--- config.mk ---
export PLATFORM = sky130hd
export DESIGN_NAME = riscv_lsu_flat
export DESIGN_NICKNAME = d
export VERILOG_FILES = /design/src/rtl/riscv_lsu_if.sv /design/src/rtl/riscv_lsu.sv /design/src/flat_wrapper.sv
export SDC_FILE = /design/constraint.sdc
export NUM_CORES = 1
export LEC_CHECK = 0
export BUFFER_PORTS_ARGS = -buffer_cell sky130_fd_sc_hd__buf_2
export CORE_UTILIZATION = 50
export CTS_CLUSTER_DIAMETER = 40
export CTS_CLUSTER_SIZE = 16
export DETAILED_ROUTE_END_ITERATION = 10
export MAX_ROUTING_LAYER = met4
export PLACE_DENSITY = 0.82
export SETUP_SLACK_MARGIN = 0.05
export SLEW_MARGIN = 25
export SYNTH_ARGS = -nofsm -noshare
export SYNTH_HDL_FRONTEND = slang
export SYNTH_SLANG_ARGS = --single-unit
--- constraint.sdc ---
create_clock -name clk -period 7.57 [get_ports clk]
set_input_delay 0.757 -clock clk [delete_from_list [all_inputs] [get_ports clk]]
set_output_delay 0.757 -clock clk [all_outputs]
set_load 0.02 [all_outputs]
--- src/rtl/riscv_lsu_if.sv ---
// Data-memory bus between the load/store unit (master) and memory (slave).
// The request channel is valid/ready: mem_req stays high with mem_we/mem_addr/mem_wdata/mem_wstrb
// held stable until the cycle where mem_ready=1, and that cycle is the transfer; read data returns
// separately, qualified by mem_rvalid, in the transfer cycle or any later cycle.
interface riscv_lsu_if #(
  parameter int WORD_LENGTH = 32,
  parameter int ADDR_LENGTH = 32
);
  logic                     mem_req;
  logic                     mem_we;
  logic [ADDR_LENGTH-1:0]   mem_addr;
  logic [WORD_LENGTH-1:0]   mem_wdata;
  logic [3:0]               mem_wstrb;
  logic                     mem_ready;
  logic                     mem_rvalid;
  logic [WORD_LENGTH-1:0]   mem_rdata;

  modport master (
    output mem_req, mem_we, mem_addr, mem_wdata, mem_wstrb,
    input  mem_ready, mem_rvalid, mem_rdata
  );

  modport slave (
    input  mem_req, mem_we, mem_addr, mem_wdata, mem_wstrb,
    output mem_ready, mem_rvalid, mem_rdata
  );
endinterface

--- src/rtl/riscv_lsu.sv ---
// RV32I load/store unit: formats store lanes and strobes, aligns and extends loads,
// and stalls the pipeline while a data-memory transaction is outstanding.
module riscv_lsu #(
  parameter int WORD_LENGTH = 32,  // only 32 (four byte lanes) is meaningful
  parameter int ADDR_LENGTH = 32
) (
  input  logic                   clk,
  input  logic                   rst,
  input  logic                   req_valid,
  input  logic                   req_we,
  input  logic [2:0]             funct3,
  input  logic [ADDR_LENGTH-1:0] addr,
  input  logic [WORD_LENGTH-1:0] wdata,
  output logic                   stall,
  output logic                   done,
  output logic [WORD_LENGTH-1:0] load_data,
  output logic                   load_valid,
  output logic                   fault,
  riscv_lsu_if.master            mem,
  output logic [1:0]             dbg_state
);

  typedef enum logic [1:0] {
    IDLE   = 2'd0,
    REQ    = 2'd1,
    WAIT_R = 2'd2,
    DONE   = 2'd3
  } state_t;

  state_t     state;
  logic       op_we;
  logic [2:0] op_funct3;
  logic [1:0] op_off;

  logic                   legal;
  logic [WORD_LENGTH-1:0] fmt_wdata;
  logic [3:0]             fmt_wstrb;

  assign dbg_state = state;

  always_comb begin
    legal = 1'b0;
    case (funct3)
      3'b000, 3'b100: legal = 1'b1;
      3'b001, 3'b101: legal = ~addr[0];
      3'b010:         legal = (addr[1:0] == 2'b00);
      default:        legal = 1'b0;
    endcase
  end

  // Loads present an all-zero strobe and data so the bus never sees stale lanes.
  always_comb begin
    fmt_wdata = '0;
    fmt_wstrb = 4'b0000;
    if (req_we) begin
      case (funct3[1:0])
        2'b00: begin
          fmt_wdata = {4{wdata[7:0]}};
          fmt_wstrb = 4'b0001 << addr[1:0];
        end
        2'b01: begin
          fmt_wdata = {2{wdata[15:0]}};
          fmt_wstrb = addr[1] ? 4'b1100 : 4'b0011;
        end
        default: begin
          fmt_wdata = wdata;
          fmt_wstrb = 4'b1111;
        end
      endcase
    end
  end

  always_comb begin
    stall = (state == REQ) || (state == WAIT_R) || ((state == IDLE) && req_valid);
  end

  function automatic logic [WORD_LENGTH-1:0] extract(
    input logic [2:0]             f3,
    input logic [1:0]             off,
    input logic [WORD_LENGTH-1:0] rd
  );
    logic [7:0]  b;
    logic [15:0] h;
    case (off)
      2'd0:    b = rd[7:0];
      2'd1:    b = rd[15:8];
      2'd2:    b = rd[23:16];
      default: b = rd[31:24];
    endcase
    h = off[1] ? rd[31:16] : rd[15:0];
    case (f3)
      3'b000:  extract = {{24{b[7]}}, b};
      3'b100:  extract = {24'd0, b};
      3'b001:  extract = {{16{h[15]}}, h};
      3'b101:  extract = {16'd0, h};
      default: extract = rd;
    endcase
  endfunction

  always_ff @(posedge clk or posedge rst) begin
    if (rst) begin
      state         <= IDLE;
      op_we         <= 1'b0;
      op_funct3     <= 3'b000;
      op_off        <= 2'b00;
      done          <= 1'b0;
      fault         <= 1'b0;
      load_valid    <= 1'b0;
      load_data     <= '0;
      mem.mem_req   <= 1'b0;
      mem.mem_we    <= 1'b0;
      mem.mem_addr  <= '0;
      mem.mem_wdata <= '0;
      mem.mem_wstrb <= 4'b0000;
    end else begin
      done       <= 1'b0;
      fault      <= 1'b0;
      load_valid <= 1'b0;
      case (state)
        IDLE: begin
          if (req_valid) begin
            if (legal) begin
              op_we         <= req_we;
              op_funct3     <= funct3;
              op_off        <= addr[1:0];
              mem.mem_req   <= 1'b1;
              mem.mem_we    <= req_we;
              mem.mem_addr  <= {addr[ADDR_LENGTH-1:2], 2'b00};
              mem.mem_wdata <= fmt_wdata;
              mem.mem_wstrb <= fmt_wstrb;
              state         <= REQ;
            end else begin
              fault <= 1'b1;
            end
          end
        end
        REQ: begin
          if (mem.mem_ready) begin
            mem.mem_req <= 1'b0;
            if (op_we) begin
              done  <= 1'b1;
              state <= DONE;
            end else if (mem.mem_rvalid) begin
              load_data  <= extract(op_funct3, op_off, mem.mem_rdata);
              done       <= 1'b1;
              load_valid <= 1'b1;
              state      <= DONE;
            end else begin
              state <= WAIT_R;
            end
          end
        end
        WAIT_R: begin
          if (mem.mem_rvalid) begin
            load_data  <= extract(op_funct3, op_off, mem.mem_rdata);
            done       <= 1'b1;
            load_valid <= 1'b1;
            state      <= DONE;
          end
        end
        default: begin
          state <= IDLE;
        end
      endcase
    end
  end

endmodule

--- src/flat_wrapper.sv ---
// flat-port wrapper written by rule: the top's interface ports become plain ports
module riscv_lsu_flat 
#(
  parameter int WORD_LENGTH = 32,                                            
  parameter int ADDR_LENGTH = 32
)
  (clk, rst, req_valid, req_we, funct3, addr, wdata, stall, done, load_data, load_valid, fault, dbg_state, mem_mem_req, mem_mem_we, mem_mem_addr, mem_mem_wdata, mem_mem_wstrb, mem_mem_ready, mem_mem_rvalid, mem_mem_rdata);
  riscv_lsu_if #(.WORD_LENGTH(WORD_LENGTH), .ADDR_LENGTH(ADDR_LENGTH)) mem_i ();
  input  logic clk;
  input  logic rst;
  input  logic req_valid;
  input  logic req_we;
  input  logic [2:0] funct3;
  input  logic [ADDR_LENGTH-1:0] addr;
  input  logic [WORD_LENGTH-1:0] wdata;
  output logic stall;
  output logic done;
  output logic [WORD_LENGTH-1:0] load_data;
  output logic load_valid;
  output logic fault;
  output logic [1:0] dbg_state;
  output wire logic [$bits(mem_i.mem_req)-1:0] mem_mem_req;
  output wire logic [$bits(mem_i.mem_we)-1:0] mem_mem_we;
  output wire logic [$bits(mem_i.mem_addr)-1:0] mem_mem_addr;
  output wire logic [$bits(mem_i.mem_wdata)-1:0] mem_mem_wdata;
  output wire logic [$bits(mem_i.mem_wstrb)-1:0] mem_mem_wstrb;
  input wire logic [$bits(mem_i.mem_ready)-1:0] mem_mem_ready;
  input wire logic [$bits(mem_i.mem_rvalid)-1:0] mem_mem_rvalid;
  input wire logic [$bits(mem_i.mem_rdata)-1:0] mem_mem_rdata;
  assign mem_mem_req = mem_i.mem_req;
  assign mem_mem_we = mem_i.mem_we;
  assign mem_mem_addr = mem_i.mem_addr;
  assign mem_mem_wdata = mem_i.mem_wdata;
  assign mem_mem_wstrb = mem_i.mem_wstrb;
  assign mem_i.mem_ready = mem_mem_ready;
  assign mem_i.mem_rvalid = mem_mem_rvalid;
  assign mem_i.mem_rdata = mem_mem_rdata;
  riscv_lsu #(.WORD_LENGTH(WORD_LENGTH), .ADDR_LENGTH(ADDR_LENGTH)) u_core (.clk(clk), .rst(rst), .req_valid(req_valid), .req_we(req_we), .funct3(funct3), .addr(addr), .wdata(wdata), .stall(stall), .done(done), .load_data(load_data), .load_valid(load_valid), .fault(fault), .mem(mem_i), .dbg_state(dbg_state));
endmodule
Word level (Yosys, flattened, before mapping)
Index checks and enable logic that the tools add are counted.

Memories: 0. Memory bits (read-only): 0. RAM bits: 0. Input bits: 105. Bits in latches: 0. Register bits after elaboration: 110. Output and inout port bits: 108. Word-level logic and storage cells: 82.

Mux-type cells: 34. Add/sub/neg operators: 0. Reduce and logical (&&, ||, !) cells: 17. Shifts and indexed selects: 1. Order comparisons: 0. Bitwise operators: 1. Multiply operators: 0. Eq/ne operators: 17. Divide/modulo/power cells: 0.

Operator list (count): 32-bit 2-to-1 mux (4); 32-bit one-hot mux with 2 select lines (2); 32-bit one-hot mux with 4 select lines (1); 8-bit one-hot mux with 3 select lines (1); 16-bit 2-to-1 mux (1); 3-bit == test (second input constant) (4); 1-bit 2-to-1 mux (12); 2-bit 2-to-1 mux (5); 2-bit zero test (4); 4-bit 2-to-1 mux (2); 2-bit inequality test (second input constant) (4); 4-bit one-hot mux with 2 select lines (1); 4-bit AND reduction (2); 2-bit by 1-bit == test with 1-bit output (second input constant) (3); 3-bit by 1-bit == test with 1-bit output (second input constant) (2); 3-bit zero test (2); 1-bit one-hot mux with 2 select lines (3); 2-bit one-hot mux with 3 select lines (1); 3-bit AND reduction (2); 2-bit == test (second input constant) (2); 2-bit nonzero test (2); 2-bit OR reduction (2); 1-bit by 2-bit left shift with 4-bit output (first input constant) (1); 3-bit by 2-bit == test with 1-bit output (second input constant) (1); 5 further kinds (6).

Logic depth before layout (Yosys ltp)
Gate-level depths: netlist of the first run.

Word-level depth: 7. Gate-level depth with buffers: 8. Mapped depth without buffers: 6.

Least setup slack after synthesis of the first run
Ideal clock, no wire load.

Kind: input to register. Start point: in funct3[0]. End point: reg u_core.state[0], in the netlist u_core.dbg_state[0]. Data arrival time: 1.868 ns. Setup slack: 5.578 ns. Cell stages on the path: 4. Setup time: 0.125 ns. Data required time: 7.445 ns. Path through: nor4_4 -> o21ai_1 -> a222oi_1 -> mux2_2.

Cells in the longest elaborated chain, start to end: 5. Elaborated cells on any way between the ends: 10. Classes of those cells: eq/ne (5); mux (1); reduce/logical (4).

RTL lines: start: declaration (RTL line flat_wrapper.sv:13) `input logic [2:0] funct3;`; 3-bit by 1-bit == test with 1-bit output (tied with other cells) (RTL line riscv_lsu.sv:43) `case (funct3)`; 2-bit OR reduction (RTL line riscv_lsu.sv:43); 1-bit one-hot mux with 3 select lines * (RTL line riscv_lsu.sv:43); 2-bit by 1-bit inequality test with 1-bit output (no source line) *; 4-bit AND reduction (no source line) *; end signal: assignment (RTL line riscv_lsu.sv:102) `state <= IDLE;`; end signal: assignment (RTL line riscv_lsu.sv:131) `state <= REQ;`; end signal: assignment (RTL line riscv_lsu.sv:142) `state <= DONE;`; end: declaration (RTL line riscv_lsu.sv:30) `state_t state;`.

Every way passes the cells marked *; elsewhere a longest branch is shown, timed or not. A chain may end at the register's enable or synchronous reset.

Worst setup path after layout of the first run
Start point: in funct3[1]. End point: reg u_core.mem.mem_addr[3].

Cells in the longest elaborated chain, start to end: 4. Elaborated cells on any way between the ends: 9. Classes of those cells: eq/ne (4); mux (1); reduce/logical (4).

RTL lines: 3-bit by 1-bit == test with 1-bit output (tied with other cells) (RTL line riscv_lsu.sv:43); 2-bit OR reduction (RTL line riscv_lsu.sv:43); 1-bit one-hot mux with 3 select lines * (RTL line riscv_lsu.sv:43); 3-bit AND reduction (no source line) *; end signal: assignment (RTL line riscv_lsu.sv:128) `mem.mem_addr <= {addr[ADDR_LENGTH-1:2], 2'b00};`; end: declaration (RTL line riscv_lsu_if.sv:19) `output mem_req, mem_we, mem_addr, mem_wdata, mem_wstrb,`.

Marks and branches as above.

==> metrics, run 1 <==
Synth Flop Type dfrtp_1; Worst R2R End u_core.load_data[24]$_DFFE_PP0P_; final setup vio count 0; mean post-synth cell area 10.16 µm²; Cell Int Power 1.497 mW; gr busiest metal met2; Clock Sinks 110; CTS tree built; Slew headroom 38.83%; Cells after DPL 825; first-pass GRT wire length 22.07 mm; Crit Path Max Fanout 110; chip height 104.2 µm; Clock Power Share 13.4%; RePlAce Congestion 0.8860; clk_lat worst skew 370 ps; most common cell after layout, fill and taps aside buf_2; CP Data Arrival Time 2650 ps; TNS Setup 0 ps; worst-path cell chain buf_2 > a21oi_1 > o21bai_4 > buf_6 > mux2_1; worst hold slack 387.8 ps; routed vias 4531; crit path capture type flop; Sw Pwr 1.227 mW; share of layout cells above drive strength 1 33.62%; RSZ-0062 raised after global routing no; Final Hold Fails 0; Cell Count, Final, Fillers Out 841; GR Overflow Total 0; Initial Util 52.46%; hold_buf cts 0; total of fill cells in the finished design 817; Detailed Place HPWL 9.898 mm; measured slew at the worst slew-check pin 917.6 ps; overall die area 10860 µm²; FF+latch count, synth 110; worst path required time 7820 ps; cts repair resizes 0; power per cell area 417.7 nW/µm²; pin count of the biggest net entering global routing 111; CTS root buf clkbuf_8; Top-Level Pins 213; class of the worst hold path in2async; Cell variety after synth 40; vias per inst 5.388; Area Overhead vs Synth 24.84%; drc violations 0; clk buf depth 2; Post-synth EDFFs 0; initial antenna violation count 0; Seq/Total Area, Yosys 52.71%; CP Class in2reg; Max stage delay on crit path 600 ps; design area 6520 µm²; switch share 45.04%; # diodes 0; status completed; Peak VDD IR 0.2765 mV; port bufs 210; Total GRT Usage 26.53%; met3 Use GR 4.637%; total length of routed wires 13.51 mm; Rows 36; post-DR wirelength/cell 16.07 µm; number of post-CTS setup repair buffers 0; met2 Use GR 44.57%; H-tree depth 3; core area 9955 µm²; Starting DRT DRC Count 190; number of global-route vias before repair 4612; share of power burned in registers 39.1%; Final ANT Viol Nets 0; total power 2.724 mW; Max Fclk 416.4 MHz; CTS Buf Count 9; R2R cell count 6; Detailed Routing Iterations Pass 1 4; Max-Cap Viols 0; synth warn 0; Placed Area 6315 µm²; commonest non-fill, non-tap cells in the layout 210 x buf_2, 110 x dfrtp_1, 104 x nand2_1, 48 x o21ai_0; worst clock skew 14.56 ps; startpoint types input pin; final cycle utilization of the critical path 31.73%; Mapped Area 5223 µm²; Synth Instances 514; final net count 812; worst r2r src u_core.dbg_state[1]$_DFFE_PP0P_; Slew Limit Fails 0; fin crit period 2402 ps; combinational group share of total power 47.5%; Crit-path slowest cell buf_6; Post-synth ARST share 100.0%; die width 104.2 µm; Clock transition at path regs 110 ps; setup slack, reg-to-reg 5310 ps; Lkg Pwr 3.355 nW; met1 Use GR 31.50%
[per-layer routing]
layer / up-vias / share of wire, % / wire length [µm]
met2: 213 / 50 / 6796
met1: 2135 / 40 / 5427
met4: 0 / 2.6 / 352
li1: 2157 / - / -
met3: 26 / 6.9 / 935
met5: - / 0 / 0
[cell type report]
cell class / instances / area, µm² / share of cell area, %
multi-input combinational: 359 / 2282 / 35.00
sequential: 110 / 2753 / 42.22
tap: 133 / 166.4 / 2.552
clock inverter: 7 / 77.57 / 1.190
clock buffer: 9 / 123.9 / 1.900
inverter: 10 / 40.04 / 0.6141
timing repair buffer: 213 / 1077 / 16.52
[cells by family (layout without fill, tap and decap cells)]
family	Yosys count	count (layout)	synth area share, %
simple gates	164	164	13.85
compound gates	119	119	14.18
flops	110	110	52.71
mux	70	70	14.28
buf+inv	46	239	3.953
fa+ha+maj	4	4	0.9584
other cells	1	2	0.07180
[worst max-delay path: cells and delay by family]
family,cells,cell delay [ps]
AO/OA/AOI/OAI,2,370
buffers and inverters,2,1060
multiplexers,1,390
[power by group through the flow]
stage	Combinational, mW	Clock (mW)	Sequential (mW)
6_report	1.29	0.365	1.06
5_1_grt	1.41	0.393	1.10
4_1_cts	1.30	0.374	1.06
3_5_place_dp	1.31	0	1.07
3_3_place_gp	1.26	0	1.06
2_1_floorplan	0.568	0	1.35
[cells in the mapped netlist, types with 2 or more instances]
| library cell | instances | area share (%) |
|---|---|---|
| buf_1 | 2 | 0.14 |
| o21ai_0 | 48 | 4.6 |
| clkbuf_1 | 21 | 1.5 |
| o31ai_1 | 16 | 2.3 |
| mux2_2 | 2 | 0.43 |
| nand3_1 | 15 | 1.4 |
| and3_1 | 5 | 0.60 |
| inv_1 | 9 | 0.65 |
| buf_2 | 9 | 0.86 |
| nor2_1 | 16 | 1.2 |
| mux2i_1 | 34 | 6.5 |
| a21boi_0 | 2 | 0.29 |
| o22ai_1 | 8 | 0.96 |
| nor2b_1 | 11 | 1.3 |
| ha_1 | 4 | 0.96 |
| dfrtp_1 | 110 | 53 |
| nand2b_1 | 2 | 0.24 |
| or3_1 | 4 | 0.48 |
| nand2_1 | 104 | 7.5 |
| nor3_1 | 3 | 0.29 |
| o211ai_1 | 10 | 1.4 |
| o21ai_1 | 9 | 0.86 |
| a21oi_1 | 18 | 1.7 |
| buf_6 | 2 | 0.43 |
| buf_4 | 2 | 0.29 |
| mux2_1 | 34 | 7.3 |
[worst max path at each step]
stage | end | slack (ps) | startpoint
after global routing | u_core.mem.mem_addr[12]$_DFFE_PP0P_ | 5040 | funct3[1]
after CTS | u_core.mem.mem_addr[12]$_DFFE_PP0P_ | 5000 | funct3[1]
final | u_core.mem.mem_addr[3]$_DFFE_PP0P_ | 5170 | funct3[1]
after floorplan | u_core.dbg_state[0]$_DFFE_PP0P_ | 3910 | rst
after detailed placement | u_core.mem.mem_addr[8]$_DFFE_PP0P_ | 4600 | funct3[1]
after global placement | u_core.mem.mem_addr[12]$_DFFE_PP0P_ | 4690 | funct3[1]
[sequential cells by signal, summed over array words and instances (netlist names), 2 cells and up]
| signal | flops |
|---|---|
| u_core.mem.mem_addr | 30 |
| u_core.mem.mem_wdata | 32 |
| u_core.op_funct3 | 3 |
| u_core.mem.mem_wstrb | 4 |
| u_core.op_off | 2 |
| u_core.load_data | 32 |
| u_core.dbg_state | 2 |
[per-stage QoR]
step / utilization (%) / setup WS [ps]
after global routing: 65.50 / 5038
after floorplan: - / 3911
final: 65.50 / 5168
after CTS: 65.46 / 4999
after global placement: 63.44 / 4685
after detailed placement: 63.44 / 4598
No activity file was read; power rests on OpenSTA's default activity.
==> run 2, diff against run 1 <==
CORE_UTILIZATION = 49   (was 50)
PLACE_DENSITY = 0.81   (was 0.82)
clock period = 2.42 ns   (was 7.57 ns; I/O delays follow)
==> run 2 against run 1 <==
Net effect:
- utilization is 1.5 points lower
- global-route usage down 1.1 points
- largest power group unchanged
- highest routed layer unchanged
- cell area up 1.3%
- wire length decreased by 0.50%
- worst setup slack got worse by 4800 ps
==> metrics, run 2 (same netlist as run 1, synthesis figures left out) <==
overall die area 11080 µm²; CP Class reg2reg; RePlAce Congestion 0.9308; total length of routed wires 13.44 mm; Crit Path Max Fanout 16; TNS Setup 0 ps; Cell Count, Final, Fillers Out 853; chip height 105.2 µm; Clock transition at path regs 100 ps; vias per inst 5.365; final setup vio count 0; clk buf depth 2; most common cell after layout, fill and taps aside buf_2; fin crit period 2050 ps; worst clock skew 10.43 ps; Lkg Pwr 3.388 nW; CTS Buf Count 9; RSZ-0062 raised after global routing no; power per cell area 1281 nW/µm²; routed vias 4576; Detailed Place HPWL 10.04 mm; worst path required time 2630 ps; post-DR wirelength/cell 15.76 µm; design area 6605 µm²; # diodes 0; Final ANT Viol Nets 0; status completed; clk_lat worst skew 370 ps; number of post-CTS setup repair buffers 0; number of global-route vias before repair 4435; measured slew at the worst slew-check pin 663.6 ps; Peak VDD IR 0.6873 mV; CP Data Arrival Time 2260 ps; commonest non-fill, non-tap cells in the layout 210 x buf_2, 110 x dfrtp_1, 104 x nand2_1, 48 x o21ai_0; port bufs 210; Final Hold Fails 0; CTS tree built; cts repair resizes 0; core area 10320 µm²; crit path capture type flop; hold_buf cts 1; die width 105.2 µm; class of the worst hold path in2reg; CTS root buf clkbuf_8; Max-Cap Viols 0; initial antenna violation count 0; Clock Sinks 110; total power 8.463 mW; Top-Level Pins 213; top flop regs u_core.load_data: 32 flops, u_core.mem.mem_wdata: 32 flops, u_core.mem.mem_addr: 30 flops; Initial Util 50.59%; final net count 821; Slew Limit Fails 0; Starting DRT DRC Count 242; startpoint types flop; final cycle utilization of the critical path 84.72%; share of layout cells above drive strength 1 34.03%; Placed Area 6417 µm²; first-pass GRT wire length 21.47 mm; Area Overhead vs Synth 26.47%; Detailed Routing Iterations Pass 1 7; pin count of the biggest net entering global routing 59; GR Overflow Total 0; H-tree depth 3; Max Fclk 487.7 MHz; Total GRT Usage 25.45%; Slew headroom 55.65%; Cells after DPL 836; drc violations 0; Rows 37
## run 2: per-stage QoR
stage          worst slack [ps]  util, %  hold WS [ps]
6_report                  369.7    63.98         72.43
5_1_grt                   208.1    63.98         58.85
4_1_cts                   378.1    63.98         57.05
3_5_place_dp              381.8    62.16         253.6
3_3_place_gp              530.1    62.16         242.9
2_1_floorplan             532.1        -         370.2
## run 2: worst paths after layout
path | start | slack [ps] | endpoint | depth (start not counted)
min in group asynchronous | rst | 410 | u_core.mem.mem_addr[8]$_DFFE_PP0P_ | 3
hold / removal | addr[28] | 70 | u_core.mem.mem_addr[28]$_DFFE_PP0P_ | 2
hold reg to reg | u_core.mem.mem_wdata[8]$_DFFE_PP0P_ | 490 | u_core.mem.mem_wdata[8]$_DFFE_PP0P_ | 2
setup / recovery | u_core.op_off[0]$_DFFE_PP0P_ | 370 | u_core.load_data[31]$_DFFE_PP0P_ | 4
setup reg to reg | u_core.op_off[0]$_DFFE_PP0P_ | 370 | u_core.load_data[31]$_DFFE_PP0P_ | 4
max in group asynchronous | rst | 1410 | u_core.done$_DFF_PP0_ | 4
## run 2: cell type report
type / instances / area [µm²]
Clock buffer: 12 / 145.1
Clock inverter: 4 / 32.53
Fill cell: 870 / 3719
Inverter: 10 / 41.29
Multi-Input combinational cell: 359 / 2282
Sequential cell: 110 / 2753
Tap cell: 136 / 170.2
Timing Repair Buffer: 222 / 1181
## run 2: layer usage
metal / GRT usage, % / part of all wire [%]
met2: 40.04 / 48
met5: - / 0
met4: 11.07 / 2.5
met1: 32.34 / 41
met3: 4.762 / 8.4
## run 2: power breakdown
part           internal [mW]  total, mW  switching [mW]
sequential              2.71       3.27           0.565
combinational           1.54       4.17            2.63
clock                  0.408       1.02           0.614
## run 2: worst max-delay path: stages (launching register included)
cell	delay [ps]
dfrtp_1	500
mux2i_1	410
nor3_1	140
o311ai_4	660
o211ai_1	190
